$ cat config.mk
export PLATFORM = sky130hd
export DESIGN_NAME = irq_ctrl_flat
export DESIGN_NICKNAME = d
export VERILOG_FILES = /design/src/rtl/irq_ctrl_pkg.sv /design/src/rtl/irq_ctrl_if.sv /design/src/rtl/irq_ctrl_prio_arb.sv /design/src/rtl/irq_ctrl.sv /design/src/flat_wrapper.sv
export SDC_FILE = /design/constraint.sdc
export NUM_CORES = 1
export LEC_CHECK = 0
export ABC_AREA = 1
export CORE_AREA = 2 2 137 139
export CTS_BUF_LIST = sky130_fd_sc_hd__clkbuf_8
export CTS_CLUSTER_SIZE = 25
export DETAILED_ROUTE_END_ITERATION = 6
export DIE_AREA = 0 0 139 141
export DONT_BUFFER_PORTS = 1
export GPL_ROUTABILITY_DRIVEN = 1
export PLACE_DENSITY_LB_ADDON = 0.3
export SLEW_MARGIN = 20
export SYNTH_ARGS = -nofsm -noshare
export SYNTH_HDL_FRONTEND = slang
export SYNTH_SLANG_ARGS = --single-unit
export TNS_END_PERCENT = 20
$ cat constraint.sdc
create_clock -name clk -period 13.24 [get_ports clk]
set_input_delay 2.648 -clock clk [delete_from_list [all_inputs] [get_ports clk]]
set_output_delay 2.648 -clock clk [all_outputs]
set_load 0.01 [all_outputs]
$ cat src/rtl/irq_ctrl_pkg.sv
// ============================================================================
//  irq_ctrl_pkg : shared types, register map and helpers for irq_ctrl
//  Rev 1.0
// ============================================================================
`default_nettype none

package irq_ctrl_pkg;

  localparam int unsigned IRQ_ADDR_W     = 3;
  localparam int unsigned IRQ_MAX_SRC    = 32;
  localparam int unsigned IRQ_MAX_PRIO_W = 8;

  localparam logic [IRQ_ADDR_W-1:0] IRQ_REG_ENABLE    = 3'd0;
  localparam logic [IRQ_ADDR_W-1:0] IRQ_REG_MODE      = 3'd1;
  localparam logic [IRQ_ADDR_W-1:0] IRQ_REG_PENDING   = 3'd2;
  localparam logic [IRQ_ADDR_W-1:0] IRQ_REG_INSERVICE = 3'd3;
  localparam logic [IRQ_ADDR_W-1:0] IRQ_REG_CTRL      = 3'd4;
  localparam logic [IRQ_ADDR_W-1:0] IRQ_REG_EOI       = 3'd5;
  localparam logic [IRQ_ADDR_W-1:0] IRQ_REG_PRIO_LO   = 3'd6;
  localparam logic [IRQ_ADDR_W-1:0] IRQ_REG_PRIO_HI   = 3'd7;

  typedef enum logic {
    IRQ_LEVEL = 1'b0,
    IRQ_EDGE  = 1'b1
  } irq_mode_t;

  // Priorities arrive zero-extended to IRQ_MAX_PRIO_W bits per source.
  function automatic logic [IRQ_MAX_PRIO_W-1:0] irq_max_prio(
    input logic [IRQ_MAX_SRC-1:0]                req,
    input logic [IRQ_MAX_SRC*IRQ_MAX_PRIO_W-1:0] prio
  );
    logic [IRQ_MAX_PRIO_W-1:0] best;
    best = '0;
    for (int i = 0; i < IRQ_MAX_SRC; i++) begin
      if (req[i] && (prio[i*IRQ_MAX_PRIO_W +: IRQ_MAX_PRIO_W] > best)) begin
        best = prio[i*IRQ_MAX_PRIO_W +: IRQ_MAX_PRIO_W];
      end
    end
    return best;
  endfunction

endpackage

`default_nettype wire

$ cat src/rtl/irq_ctrl_if.sv
// ============================================================================
//  irq_ctrl_if : register bus plus irq/ack handshake between core and irq_ctrl
//  Rev 1.0
// ============================================================================
`default_nettype none

interface irq_ctrl_if
  import irq_ctrl_pkg::*;
#(
  parameter int unsigned DATA_W = 16,
  parameter int unsigned ID_W   = 8
);

  logic                  bus_sel;
  logic                  bus_wr;
  logic [IRQ_ADDR_W-1:0] bus_addr;
  logic [DATA_W-1:0]     bus_din;
  logic [DATA_W-1:0]     bus_dout;
  logic                  irq;
  logic [ID_W-1:0]       irq_id;
  logic                  irq_ack;

  modport master (
    output bus_sel, bus_wr, bus_addr, bus_din, irq_ack,
    input  bus_dout, irq, irq_id
  );

  modport slave (
    input  bus_sel, bus_wr, bus_addr, bus_din, irq_ack,
    output bus_dout, irq, irq_id
  );

endinterface

`default_nettype wire

$ cat src/rtl/irq_ctrl_prio_arb.sv
// ============================================================================
//  irq_prio_arb : combinational N_SRC-way priority encoder, ties to lowest index
//  Rev 1.0
// ============================================================================
`default_nettype none

module irq_prio_arb
  import irq_ctrl_pkg::*;
#(
  parameter int unsigned N_SRC  = 8,
  parameter int unsigned PRIO_W = 2,
  parameter int unsigned IDX_W  = 3
) (
  input  logic [N_SRC-1:0]        req,
  input  logic [N_SRC*PRIO_W-1:0] prio,
  output logic                    valid,
  output logic [IDX_W-1:0]        idx,
  output logic [PRIO_W-1:0]       prio_o
);

  logic [IRQ_MAX_SRC-1:0]                req_wide;
  logic [IRQ_MAX_SRC*IRQ_MAX_PRIO_W-1:0] prio_wide;
  logic [IRQ_MAX_PRIO_W-1:0]             best;
  logic                                  found;

  // Find the top priority first, then the lowest requesting index holding it.
  always_comb begin
    req_wide  = '0;
    prio_wide = '0;
    for (int i = 0; i < N_SRC; i++) begin
      req_wide[i] = req[i];
      prio_wide[i*IRQ_MAX_PRIO_W +: IRQ_MAX_PRIO_W] =
        IRQ_MAX_PRIO_W'(prio[i*PRIO_W +: PRIO_W]);
    end
    best   = irq_max_prio(req_wide, prio_wide);
    valid  = |req;
    idx    = '0;
    prio_o = '0;
    found  = 1'b0;
    for (int i = 0; i < N_SRC; i++) begin
      if (!found && req[i] &&
          (IRQ_MAX_PRIO_W'(prio[i*PRIO_W +: PRIO_W]) == best)) begin
        found  = 1'b1;
        idx    = IDX_W'(i);
        prio_o = prio[i*PRIO_W +: PRIO_W];
      end
    end
  end

endmodule

`default_nettype wire

$ cat src/rtl/irq_ctrl.sv
// ============================================================================
//  irq_ctrl : prioritised, nesting interrupt controller with ack/EOI handshake
//  Rev 1.0
// ============================================================================
`default_nettype none

module irq_ctrl
  import irq_ctrl_pkg::*;
#(
  parameter int unsigned     N_SRC   = 8,
  parameter int unsigned     DATA_W  = 16,
  parameter int unsigned     PRIO_W  = 2,
  parameter int unsigned     ID_W    = 8,
  parameter logic [ID_W-1:0] ID_BASE = 8'h10
) (
  input  logic             clk,
  input  logic             rst,
  input  logic [N_SRC-1:0] src,
  irq_ctrl_if.slave        bus
);

  localparam int unsigned IDX_W    = (N_SRC > 1) ? $clog2(N_SRC) : 1;
  localparam int unsigned PRIO_TOT = N_SRC * PRIO_W;

  logic [N_SRC-1:0]    src_meta_q, src_meta_d;
  logic [N_SRC-1:0]    src_sync_q, src_sync_d;
  logic [N_SRC-1:0]    src_dly_q,  src_dly_d;
  logic [N_SRC-1:0]    enable_q,   enable_d;
  logic [N_SRC-1:0]    mode_q,     mode_d;
  logic [N_SRC-1:0]    pending_q,  pending_d;
  logic [N_SRC-1:0]    insvc_q,    insvc_d;
  logic                ctrl_q,     ctrl_d;
  logic [PRIO_TOT-1:0] prio_q,     prio_d;
  logic                irq_q,      irq_d;
  logic [IDX_W-1:0]    idx_q,      idx_d;
  logic [ID_W-1:0]     id_q,       id_d;

  logic [N_SRC-1:0]    src_rise;
  logic [N_SRC-1:0]    cand;
  logic                wr_en;
  logic                ack;
  logic                eligible;
  logic                win_valid, isr_valid;
  logic [IDX_W-1:0]    win_idx,   isr_idx;
  logic [PRIO_W-1:0]   win_prio,  isr_prio;
  logic [2*DATA_W-1:0] prio_ext;
  logic [DATA_W-1:0]   rd_data;

  assign src_rise = src_sync_q & ~src_dly_q;
  assign cand     = pending_q & enable_q & ~insvc_q;
  assign wr_en    = bus.bus_sel & bus.bus_wr;
  assign ack      = bus.irq_ack & irq_q;
  assign eligible = win_valid && (!isr_valid || (win_prio > isr_prio));

  irq_prio_arb #(
    .N_SRC  (N_SRC),
    .PRIO_W (PRIO_W),
    .IDX_W  (IDX_W)
  ) u_win_arb (
    .req    (cand),
    .prio   (prio_q),
    .valid  (win_valid),
    .idx    (win_idx),
    .prio_o (win_prio)
  );

  // Highest in-service source: both the EOI target and the nesting threshold.
  irq_prio_arb #(
    .N_SRC  (N_SRC),
    .PRIO_W (PRIO_W),
    .IDX_W  (IDX_W)
  ) u_isr_arb (
    .req    (insvc_q),
    .prio   (prio_q),
    .valid  (isr_valid),
    .idx    (isr_idx),
    .prio_o (isr_prio)
  );

  always_comb begin
    prio_ext             = '0;
    prio_ext[PRIO_TOT-1:0] = prio_q;
  end

  always_comb begin
    logic clr;
    src_meta_d = src;
    src_sync_d = src_meta_q;
    src_dly_d  = src_sync_q;
    enable_d   = enable_q;
    mode_d     = mode_q;
    ctrl_d     = ctrl_q;
    prio_d     = prio_q;
    insvc_d    = insvc_q;
    pending_d  = pending_q;
    irq_d      = 1'b0;
    idx_d      = idx_q;
    id_d       = id_q;
    clr        = 1'b0;

    if (wr_en && (bus.bus_addr == IRQ_REG_ENABLE)) enable_d = bus.bus_din[N_SRC-1:0];
    if (wr_en && (bus.bus_addr == IRQ_REG_MODE))   mode_d   = bus.bus_din[N_SRC-1:0];
    if (wr_en && (bus.bus_addr == IRQ_REG_CTRL))   ctrl_d   = bus.bus_din[0];

    for (int b = 0; b < PRIO_TOT; b++) begin
      if (wr_en && (bus.bus_addr == ((b < DATA_W) ? IRQ_REG_PRIO_LO : IRQ_REG_PRIO_HI))) begin
        prio_d[b] = bus.bus_din[b % DATA_W];
      end
    end

    // A fresh rising edge outranks any clear landing in the same cycle.
    for (int i = 0; i < N_SRC; i++) begin
      if (irq_mode_t'(mode_q[i]) == IRQ_EDGE) begin
        clr = (wr_en && (bus.bus_addr == IRQ_REG_PENDING) && bus.bus_din[i]) ||
              (ack && (idx_q == IDX_W'(i)));
        pending_d[i] = src_rise[i] | (pending_q[i] & ~clr);
      end else begin
        pending_d[i] = src_sync_q[i];
      end
    end

    // EOI targets the pre-ack in-service set; ack can never hit the same bit.
    if (wr_en && (bus.bus_addr == IRQ_REG_EOI) && isr_valid) insvc_d[isr_idx] = 1'b0;
    if (ack) insvc_d[idx_q] = 1'b1;

    if (ack) begin
      irq_d = 1'b0;
    end else if (irq_q) begin
      irq_d = cand[idx_q] & ctrl_q;
    end else if (eligible && ctrl_q) begin
      irq_d = 1'b1;
      idx_d = win_idx;
      id_d  = ID_BASE + ID_W'(win_idx);
    end
  end

  always_ff @(posedge clk or negedge rst) begin
    if (!rst) begin
      src_meta_q <= '0;
      src_sync_q <= '0;
      src_dly_q  <= '0;
      enable_q   <= '0;
      mode_q     <= '0;
      pending_q  <= '0;
      insvc_q    <= '0;
      ctrl_q     <= 1'b0;
      prio_q     <= '0;
      irq_q      <= 1'b0;
      idx_q      <= '0;
      id_q       <= '0;
    end else begin
      src_meta_q <= src_meta_d;
      src_sync_q <= src_sync_d;
      src_dly_q  <= src_dly_d;
      enable_q   <= enable_d;
      mode_q     <= mode_d;
      pending_q  <= pending_d;
      insvc_q    <= insvc_d;
      ctrl_q     <= ctrl_d;
      prio_q     <= prio_d;
      irq_q      <= irq_d;
      idx_q      <= idx_d;
      id_q       <= id_d;
    end
  end

  always_comb begin
    rd_data = '0;
    case (bus.bus_addr)
      IRQ_REG_ENABLE:    rd_data[N_SRC-1:0] = enable_q;
      IRQ_REG_MODE:      rd_data[N_SRC-1:0] = mode_q;
      IRQ_REG_PENDING:   rd_data[N_SRC-1:0] = pending_q;
      IRQ_REG_INSERVICE: rd_data[N_SRC-1:0] = insvc_q;
      IRQ_REG_CTRL:      rd_data[0]         = ctrl_q;
      IRQ_REG_PRIO_LO:   rd_data            = prio_ext[DATA_W-1:0];
      IRQ_REG_PRIO_HI:   rd_data            = prio_ext[2*DATA_W-1:DATA_W];
      default:           rd_data            = '0;
    endcase
  end

  assign bus.bus_dout = rd_data;
  assign bus.irq      = irq_q;
  assign bus.irq_id   = id_q;

endmodule

`default_nettype wire

$ cat src/flat_wrapper.sv
// flat-port wrapper written by rule: the top's interface ports become plain ports
module irq_ctrl_flat import irq_ctrl_pkg::*;
#(
  parameter int unsigned     N_SRC   = 8,
  parameter int unsigned     DATA_W  = 16,
  parameter int unsigned     PRIO_W  = 2,
  parameter int unsigned     ID_W    = 8,
  parameter logic [ID_W-1:0] ID_BASE = 8'h10
)
  (clk, rst, src, bus_bus_sel, bus_bus_wr, bus_bus_addr, bus_bus_din, bus_irq_ack, bus_bus_dout, bus_irq, bus_irq_id);
  irq_ctrl_if #(.DATA_W(DATA_W), .ID_W(ID_W)) bus_i ();
  input  logic clk;
  input  logic rst;
  input  logic [N_SRC-1:0] src;
  input wire logic [$bits(bus_i.bus_sel)-1:0] bus_bus_sel;
  input wire logic [$bits(bus_i.bus_wr)-1:0] bus_bus_wr;
  input wire logic [$bits(bus_i.bus_addr)-1:0] bus_bus_addr;
  input wire logic [$bits(bus_i.bus_din)-1:0] bus_bus_din;
  input wire logic [$bits(bus_i.irq_ack)-1:0] bus_irq_ack;
  output wire logic [$bits(bus_i.bus_dout)-1:0] bus_bus_dout;
  output wire logic [$bits(bus_i.irq)-1:0] bus_irq;
  output wire logic [$bits(bus_i.irq_id)-1:0] bus_irq_id;
  assign bus_i.bus_sel = bus_bus_sel;
  assign bus_i.bus_wr = bus_bus_wr;
  assign bus_i.bus_addr = bus_bus_addr;
  assign bus_i.bus_din = bus_bus_din;
  assign bus_i.irq_ack = bus_irq_ack;
  assign bus_bus_dout = bus_i.bus_dout;
  assign bus_irq = bus_i.irq;
  assign bus_irq_id = bus_i.irq_id;
  irq_ctrl #(.N_SRC(N_SRC), .DATA_W(DATA_W), .PRIO_W(PRIO_W), .ID_W(ID_W), .ID_BASE(ID_BASE)) u_core (.clk(clk), .rst(rst), .src(src), .bus(bus_i));
endmodule
==> flow_summary.ini, run 1 <==
[yosys]
ys_seq_area_share_pct = 36.4
yosys_warnings = 0
ys_seq_elements = 78
yosys.area_share.simple_pct = 33.9
async_reset_ff_share_pct = 100
synth-xor-area-share_pct = 1.14
yosys-mux-area-fraction_pct = 0
synth-adder-area-share_pct = 6.07
synth-compound-area-share_pct = 13.9
avgSynthCellArea_sq_um = 7.31
ys_top_cells_by_area = dfrtp_1 36%, nand2_1 14%, inv_1 6.2%, ha_1 6.1%, nand3_1 5.4%
netlist_area_sq_um = 5360
synth_edf_count = 0
synth.distinct_cells = 41
synth_top_area_share_pct = 36.4
synth_top_family_by_area = simple AND/OR/NAND/NOR gates
synth_largest_area_cell = dfrtp_1
synth_ff_type = dfrtp_1
netlist_instances = 733

[critical_path]
setup.worst_path.start_class = register
cp_top_family = simple AND/OR/NAND/NOR gates
arrival_ns = 9.41
max_stage_delay_ns = 0.48
cp.required_ns = 13.49
cpMostUsedCell = nand2_1
endpoint_kind = register
path_max_fanout = 11
cpMaxStageDelayCell = dfrtp_1
critPathKind = reg2reg
path_buf_inv = 9
r2r_setup_slack_ns = 4.08

[power]
ir_drop_uv = 113
p_leak_nw = 2.82
power_density_nw_per_um2 = 275

[grt]
grt_overflow = 0
grtUsageTotal_pct = 16.4
antenna_found_initial = 0
grt_pass1_wl_mm = 25.6
grt_pass1_vias = 4668
grt_max_degree = 79

[cts]
post_cts_buffers = 0
cts.sinks = 78
cts_tree = built
cts_buffers = 9
cts_resized = 0
root_buffer = clkbuf_8
clock_latency_ns = 0.35
clockBufferDepth = 2
cts.htree.levels = 3
clkTransAtPathRegs_ns = 0.08
hold_buffers = 0

[cells_and_area]
stdcell_area_sq_um = 5850
post-route-util_pct = 32.0
multi_input_area_sq_um = 2970
register_area_sq_um = 1950
diodes = 0
area_delta_synth_final_pct = 9.13
drive_gt1_share_pct = 11.0
n_fill_cell = 2000
final_nets = 793

[timing]
slew_headroom_pct = 54.2
rsz0062_at_grt = false
hold_viol_final = 0
period_minus_slack_ns = 9.16
period_share_pct = 69.2
fin_ws_ns = 4.08
slew_violations = 0
setup_viol = 0
tightestPinTransition_ns = 0.686
clock_skew_ns = 0.00665
fmax_mhz = 109
tns_ns = 0

[die]
coreArea_sq_um = 18300
rows = 50
die-area_sq_um = 19600
ioPinCount = 57
die_h_microns = 141
die_w_microns = 139
initial_utilization_pct = 29.3

[run_status]
status = finished clean

[placement]
portBuffers = 0
dp_slack_ns = 4.20
dpl_cell_area_sq_um = 5600
routabilityCongestion = 0.918
dp_hpwl_mm = 12.4

[route]
wirelength_mm = 15.7
wire_per_inst_microns = 16.2
dr.first_iter.drc_count = 364
drt_first_pass_iters = 5
antenna_left = 0
vias = 4843
routed_via_density = 4.98
drc_errors = 0

[flow_run]
maxCapViolCount = 0

[worst_hold_path]
hold_path.class = reg2reg
sequential cells by signal, indices dropped and copies added, names as in the netlist, 8 cells and up:
register           cells
u_core.src_dly_d       8
u_core.insvc_q         8
u_core.enable_q        8
u_core.src_dly_q       8
u_core.prio_q         16
u_core.mode_q          8
u_core.src_meta_q      8
u_core.pending_q       8
path summary, 6_finish.rpt:
path                                           start                   to  cells after the start
worst min-delay path            u_core.src_meta_q[6]  u_core.src_dly_d[6]                      0
worst max register to register     u_core.insvc_q[0]      u_core.idx_q[1]                     59
min in group asynchronous                        rst  u_core.src_dly_q[6]                      0
worst max-delay path               u_core.insvc_q[0]      u_core.idx_q[1]                     59
worst min register to register  u_core.src_meta_q[6]  u_core.src_dly_d[6]                      0
max in group asynchronous                        rst   u_core.enable_q[7]                      0
power by group:
part	switching [mW]	internal, mW
logic	0.674	0.358
registers	0.0739	0.284
clock network	0.0884	0.130
per-layer routing:
layer | part of all wire, % | routed length [microns] | global-route usage [%] | up-vias
met5 | 0 | 0 | 0 | -
met4 | 1.7 | 261 | 5.10 | 0
met3 | 3.4 | 536 | 2.62 | 16
met2 | 49 | 7660 | 28.0 | 99
met1 | 46 | 7280 | 21.3 | 2305
li1 | - | - | - | 2423
kinds of logic after synthesis:
kind of cell,Yosys count
AND/OR/NAND/NOR,381
AO/OA/AOI/OAI,124
buffers and inverters,116
flip-flops,78
adder cells (fa/ha/maj),26
XOR/XNOR,7
other,1
cells in the final DEF, fill, tap and decap left out, types with 7 or more instances in the layout:
cell | netlist | layout
inv_1 | 89 | 89
nand2_1 | 204 | 204
nor3_1 | 8 | 8
o22ai_1 | 9 | 9
a21oi_1 | 22 | 22
xor2_1 | 7 | 7
inv_2 | 10 | 10
nand2_2 | 7 | 7
nand3_1 | 58 | 58
clkbuf_8 | 0 | 10
o21ai_1 | 14 | 14
o21ai_0 | 50 | 50
a221oi_1 | 8 | 8
nand4_1 | 7 | 7
ha_1 | 26 | 26
nor2_1 | 53 | 52
nand3_2 | 22 | 22
dfrtp_1 | 78 | 78
o211ai_1 | 7 | 7
cell type report:
| class | count | area share [%] |
|---|---|---|
| inverter | 104 | 6.70 |
| sequential | 78 | 33.4 |
| multi-input combinational | 542 | 50.7 |
| tap | 234 | 5.01 |
| clock buffer | 10 | 2.35 |
| clock inverter | 5 | 1.84 |
per-stage QoR:
stage                     hold slack, ns  cells  total power, mW
after floorplan                    0.331    736             1.17
after global placement             0.336    958             1.38
after detailed placement           0.337    958             1.38
after CTS                          0.357    973             1.60
after global routing               0.359    973             1.78
final                              0.353    973             1.61
synth_stat cells, types with 7 or more instances:
master	count
xor2_1	7
o211ai_1	7
dfrtp_1	78
ha_1	26
a21oi_1	22
o21ai_0	50
inv_1	89
o21ai_1	14
a221oi_1	8
clkbuf_1	7
inv_2	10
nand2_2	7
nor3_1	8
nand4_1	7
o22ai_1	9
nor2_1	53
nand2_1	204
nand3_2	22
nand3_1	58
(Power assumes the default switching activity.)
==> run 2: changes to the inputs <==
==> constraint.sdc (replaced) <==
create_clock -name clk -period 8.41 [get_ports clk]
set_input_delay 1.682 -clock clk [delete_from_list [all_inputs] [get_ports clk]]
set_output_delay 1.682 -clock clk [all_outputs]
set_load 0.01 [all_outputs]
==> run 2 against run 1 <==
Against the previous run:
- routed wire length is 2.5% higher
- clock power rose by 32%
- first-iteration DRC count down 6.3%
- critical endpoint is now u_core.idx_q[0]
==> flow_summary.ini, run 2 (synthesis gave the netlist of run 1 again) <==
[route]
wire_per_inst_microns = 16.2
wirelength_mm = 16.1
vias = 4959
drt_first_pass_iters = 6
antenna_left = 0
routed_via_density = 4.97
drc_errors = 0
dr.first_iter.drc_count = 341

[cts]
root_buffer = clkbuf_8
cts_buffers = 9
clockBufferDepth = 2
cts.htree.levels = 3
clock_latency_ns = 0.35
cts.sinks = 78
hold_buffers = 0
cts_tree = built
clkTransAtPathRegs_ns = 0.08

[cells_and_area]
largest_reg_flops = 16
n_fill_cell = 1990
layout_commonest_cell = nand2_1
diodes = 0
largest_register = u_core.prio_q
final_cell_mix = 198 x nand2_1, 85 x inv_1, 76 x dfrtp_1
final_nets = 816
area_delta_synth_final_pct = 14.3
final-instance-count-excl-fill = 997
drive_gt1_share_pct = 18.3

[die]
initial_utilization_pct = 29.3
die_h_microns = 141
die_w_microns = 139
die-area_sq_um = 19600
ioPinCount = 57
rows = 50
coreArea_sq_um = 18300

[timing]
hold_viol_final = 0
clock_skew_ns = 0.0154
fmax_mhz = 128
tightestPinTransition_ns = 0.665
timing.hold.ws_ns = 0.354
period_share_pct = 92.7
period_minus_slack_ns = 7.79
slew_headroom_pct = 55.5
fin_ws_ns = 0.617
setup_viol = 0
slew_violations = 0
tns_ns = 0

[critical_path]
r2r_start = u_core.pending_q[0]
max_stage_delay_ns = 0.42
arrival_ns = 8.04
cpMostUsedCell = nand2_1
crit_start = u_core.pending_q[0]
cp.required_ns = 8.65
path_buf_inv = 9
r2r_setup_slack_ns = 0.62
setup.worst_path.start_class = register
endpoint_kind = register
critPathKind = reg2reg
cpMaxStageDelayCell = dfrtp_1
cp_top_family = simple AND/OR/NAND/NOR gates
path_max_fanout = 10

[worst_hold_path]
min_from = u_core.src_meta_q[0]
hold_path.class = reg2reg

[placement]
dp.cells = 970
routabilityCongestion = 0.897
portBuffers = 0
dp_hpwl_mm = 12.6
dp_slack_ns = -0.335

[power]
p_leak_nw = 2.94
ir_drop_uv = 180
power_density_nw_per_um2 = 438

[run_status]
status = finished clean

[grt]
grt_max_degree = 79
grt_overflow = 0
grt_pass1_vias = 4681
grt_pass1_wl_mm = 25.5
grtUsageTotal_pct = 16.2
antenna_found_initial = 0

[flow_run]
maxCapViolCount = 0
## run 2: cell types whose count changed in the layout (fill, tap and decap cells not counted), sizes merged
| cell | change |
|---|---|
| clkinv | -1 |
| clkinvlp | +1 |
| inv | +3 |
| buf | +23 |
| bufinv | -2 |
## run 2: layout make-up
class | count | area (sq um) | share of cell area [%]
tap | 234 | 293 | 4.78
inverter | 104 | 395 | 6.45
sequential | 78 | 1950 | 31.9
multi-input combinational | 542 | 3120 | 50.8
timing repair buffer | 23 | 173 | 2.82
clock buffer | 10 | 138 | 2.25
clock inverter | 6 | 60.1 | 0.980
## run 2: worst paths after layout
path | to | cells after the start
max in group asynchronous | u_core.insvc_q[0] | 0
worst max register to register | u_core.idx_q[0] | 61
worst min register to register | u_core.src_dly_d[0] | 0
min in group asynchronous | u_core.prio_q[11] | 0
worst max-delay path | u_core.idx_q[0] | 61
worst min-delay path | u_core.src_dly_d[0] | 0
## run 2: stage by stage
step | util, % | cell area [sq um] | total power, mW
after detailed placement | 31.1 | 5690 | 2.21
after CTS | 32.3 | 5910 | 2.52
after global routing | 33.5 | 6130 | 2.96
after global placement | 31.1 | 5690 | 2.21
after floorplan | - | 5370 | 1.84
final | 33.5 | 6130 | 2.68
## run 2: timing repair
item,4_1_cts,5_1_grt
setup endpoints to repair,6,13
pin swaps,0,17
buffers inserted,1,10
gates resized for setup,4,42
hold endpoints to repair,0,0
## run 2: report_power, final
part | internal [mW] | switching [mW]
sequential | 0.447 | 0.109
combinational | 0.670 | 1.17
clock | 0.145 | 0.142
total | 1.26 | 1.42
## run 2: per-layer routing
metal | share of wire, % | global-route usage (%) | up-vias
met3 | 4.1 | 2.28 | 16
met2 | 50 | 28.3 | 123
met5 | 0 | 0 | -
met1 | 45 | 21.3 | 2357
met4 | 1.6 | 4.04 | 0
li1 | - | - | 2463
==> run 3: changes to the inputs <==
--- a/config.mk
+++ b/config.mk
@@ -6,6 +6,8 @@
 export NUM_CORES = 1
 export LEC_CHECK = 0
 export ABC_AREA = 1
+export CELL_PAD_IN_SITES_DETAIL_PLACEMENT = 2
+export CELL_PAD_IN_SITES_GLOBAL_PLACEMENT = 2
 export CORE_AREA = 2 2 137 139
 export CTS_BUF_LIST = sky130_fd_sc_hd__clkbuf_8
 export CTS_CLUSTER_SIZE = 25
==> run 3 against run 2 <==
Against the previous run:
- register-to-register slack got worse by 0.42 ns
- combinational power increased by 19%
- non-clock buffer count increased by 9
- sequential power increased by 1%
- flip-flop and latch count unchanged
- clock-buffer cell count decreased by 1
- largest cell class unchanged
- first-iteration DRC count decreased by 34%
==> flow_summary.ini, run 3 (synthesis gave the netlist of run 1 again) <==
[run_status]
status = finished clean

[cts]
root_buffer = clkbuf_8
clockBufferDepth = 2
clkTransAtPathRegs_ns = 0.09
cts.sinks = 78
clock_latency_ns = 0.39
cts_buffers = 9
cts.htree.levels = 3
cts_tree = built

[placement]
dp_hpwl_mm = 16.6
dp_slack_ns = -0.476
portBuffers = 0
routabilityCongestion = 0.878
dp.cells = 969

[critical_path]
reg2reg_to = u_core.idx_q[1]
cpMostUsedCell = nand2_1
setup.worst_path.start_class = register
r2r_cells = 59
path_max_fanout = 5
max_stage_delay_ns = 0.39
r2r_setup_slack_ns = 0.20
r2r_start = u_core.insvc_q[0]
arrival_ns = 8.49
critPathKind = reg2reg
cp.required_ns = 8.68
cpMaxStageDelayCell = dfrtp_1
endpoint_kind = register

[die]
rows = 50
coreArea_sq_um = 18300
ioPinCount = 57
die_w_microns = 139
die_h_microns = 141
initial_utilization_pct = 29.3
die-area_sq_um = 19600

[timing]
period_minus_slack_ns = 8.21
tightestPinTransition_ns = 0.668
period_share_pct = 97.7
fin_ws_ns = 0.195
slew_headroom_pct = 55.4
setup_viol = 0
hold_viol_final = 0
clock_skew_ns = 0.0173
rsz0062_at_grt = true
slew_violations = 0
fmax_mhz = 122

[route]
wire_per_inst_microns = 21.4
antenna_left = 0
vias = 5307
drc_errors = 0
drt_first_pass_iters = 4
routed_via_density = 5.28
wirelength_mm = 21.6
dr.first_iter.drc_count = 225

[grt]
grt_max_degree = 79
grtUsageTotal_pct = 21.4
grt_overflow = 0
grt_pass1_wl_mm = 32.4
grt_pass1_vias = 5764
antenna_found_initial = 0

[cells_and_area]
layout_commonest_cell = nand2_1
final-instance-count-excl-fill = 1006
diodes = 0
largest_register = u_core.prio_q
final_cell_mix = 186 x nand2_1, 83 x inv_1, 76 x dfrtp_1
area_delta_synth_final_pct = 18.7
largest_reg_flops = 16
drive_gt1_share_pct = 22.9
final_nets = 825

[power]
p_leak_nw = 2.99
power_frac_comb_pct = 71.7
seqPwrFrac_pct = 18.4
p_sw_mw = 1.66
sw_frac_of_total_pct = 54.2
power_density_nw_per_um2 = 481
ir_drop_uv = 199
p_clk_share_pct = 9.9
intPower_mw = 1.40

[worst_hold_path]
worstHoldPathCells = 0
hold_path.class = reg2reg
min_from = u_core.src_meta_q[1]
holdPathEnd = u_core.src_dly_d[1]

[flow_run]
maxCapViolCount = 0
-- run 3: power groups by stage --
stage / clock network (mW) / registers [mW] / logic [mW]
floorplan: 0 / 0.517 / 1.32
global placement: 0 / 0.564 / 1.69
detailed placement: 0 / 0.567 / 1.81
CTS: 0.309 / 0.558 / 1.87
global route: 0.323 / 0.573 / 2.43
finish: 0.301 / 0.564 / 2.19
-- run 3: area by class of cell --
class / count / area, sq um
inverters: 104 / 392
multi-input cells: 542 / 3270
repair buffers: 32 / 255
clock inverters: 7 / 78.8
well taps: 234 / 293
flip-flops and latches: 78 / 1950
fillers: 2140 / 11900
clock buffers: 9 / 124
-- run 3: worst max-delay path by stage --
stage / start / end / depth (start not counted)
after global routing: u_core.insvc_q[0] / u_core.idx_q[1] / 60
after floorplan: u_core.insvc_q[0] / u_core.idx_q[1] / 61
after detailed placement: u_core.pending_q[0] / u_core.idx_q[1] / 62
after global placement: u_core.insvc_q[0] / u_core.idx_q[1] / 62
final: u_core.insvc_q[0] / u_core.idx_q[1] / 59
after CTS: u_core.insvc_q[0] / u_core.idx_q[1] / 62
-- run 3: metal layers --
layer | up-vias | part of all wire, % | global-route usage [%]
met4 | 0 | 2.4 | 7.02
met5 | - | 0 | 0
li1 | 2472 | - | -
met2 | 81 | 51 | 38.7
met1 | 2728 | 43 | 26.5
met3 | 26 | 2.8 | 2.55
-- run 3: repair_timing --
item / CTS / global route
pin swaps: 0 / 34
endpoints found under the setup margin: 12 / 13
gates resized for setup: 16 / 63
hold buffers: 0 / 0
setup buffers: 3 / 18
-- run 3: through the flow --
stage | power [mW] | area, sq um | TNS, ns | utilization (%) | hold slack (ns)
after floorplan | 1.84 | 5370 | 0 | - | 0.331
after global placement | 2.26 | 5680 | 0 | 31.1 | 0.332
after detailed placement | 2.38 | 5680 | -2.49 | 31.1 | 0.336
after CTS | 2.74 | 5970 | 0 | 32.7 | 0.359
after global routing | 3.33 | 6360 | -1.33 | 34.8 | 0.367
final | 3.06 | 6360 | 0 | 34.8 | 0.357
-- run 3: worst max-delay path, delay by kind of cell (launching register included) --
family | cells | cell delay [ns]
AOI/OAI and AO/OA | 7 | 0.97
DFF | 1 | 0.39
buffers and inverters | 9 | 0.76
adders and majority gates | 8 | 2.31
and+or+nand+nor | 35 | 3.69
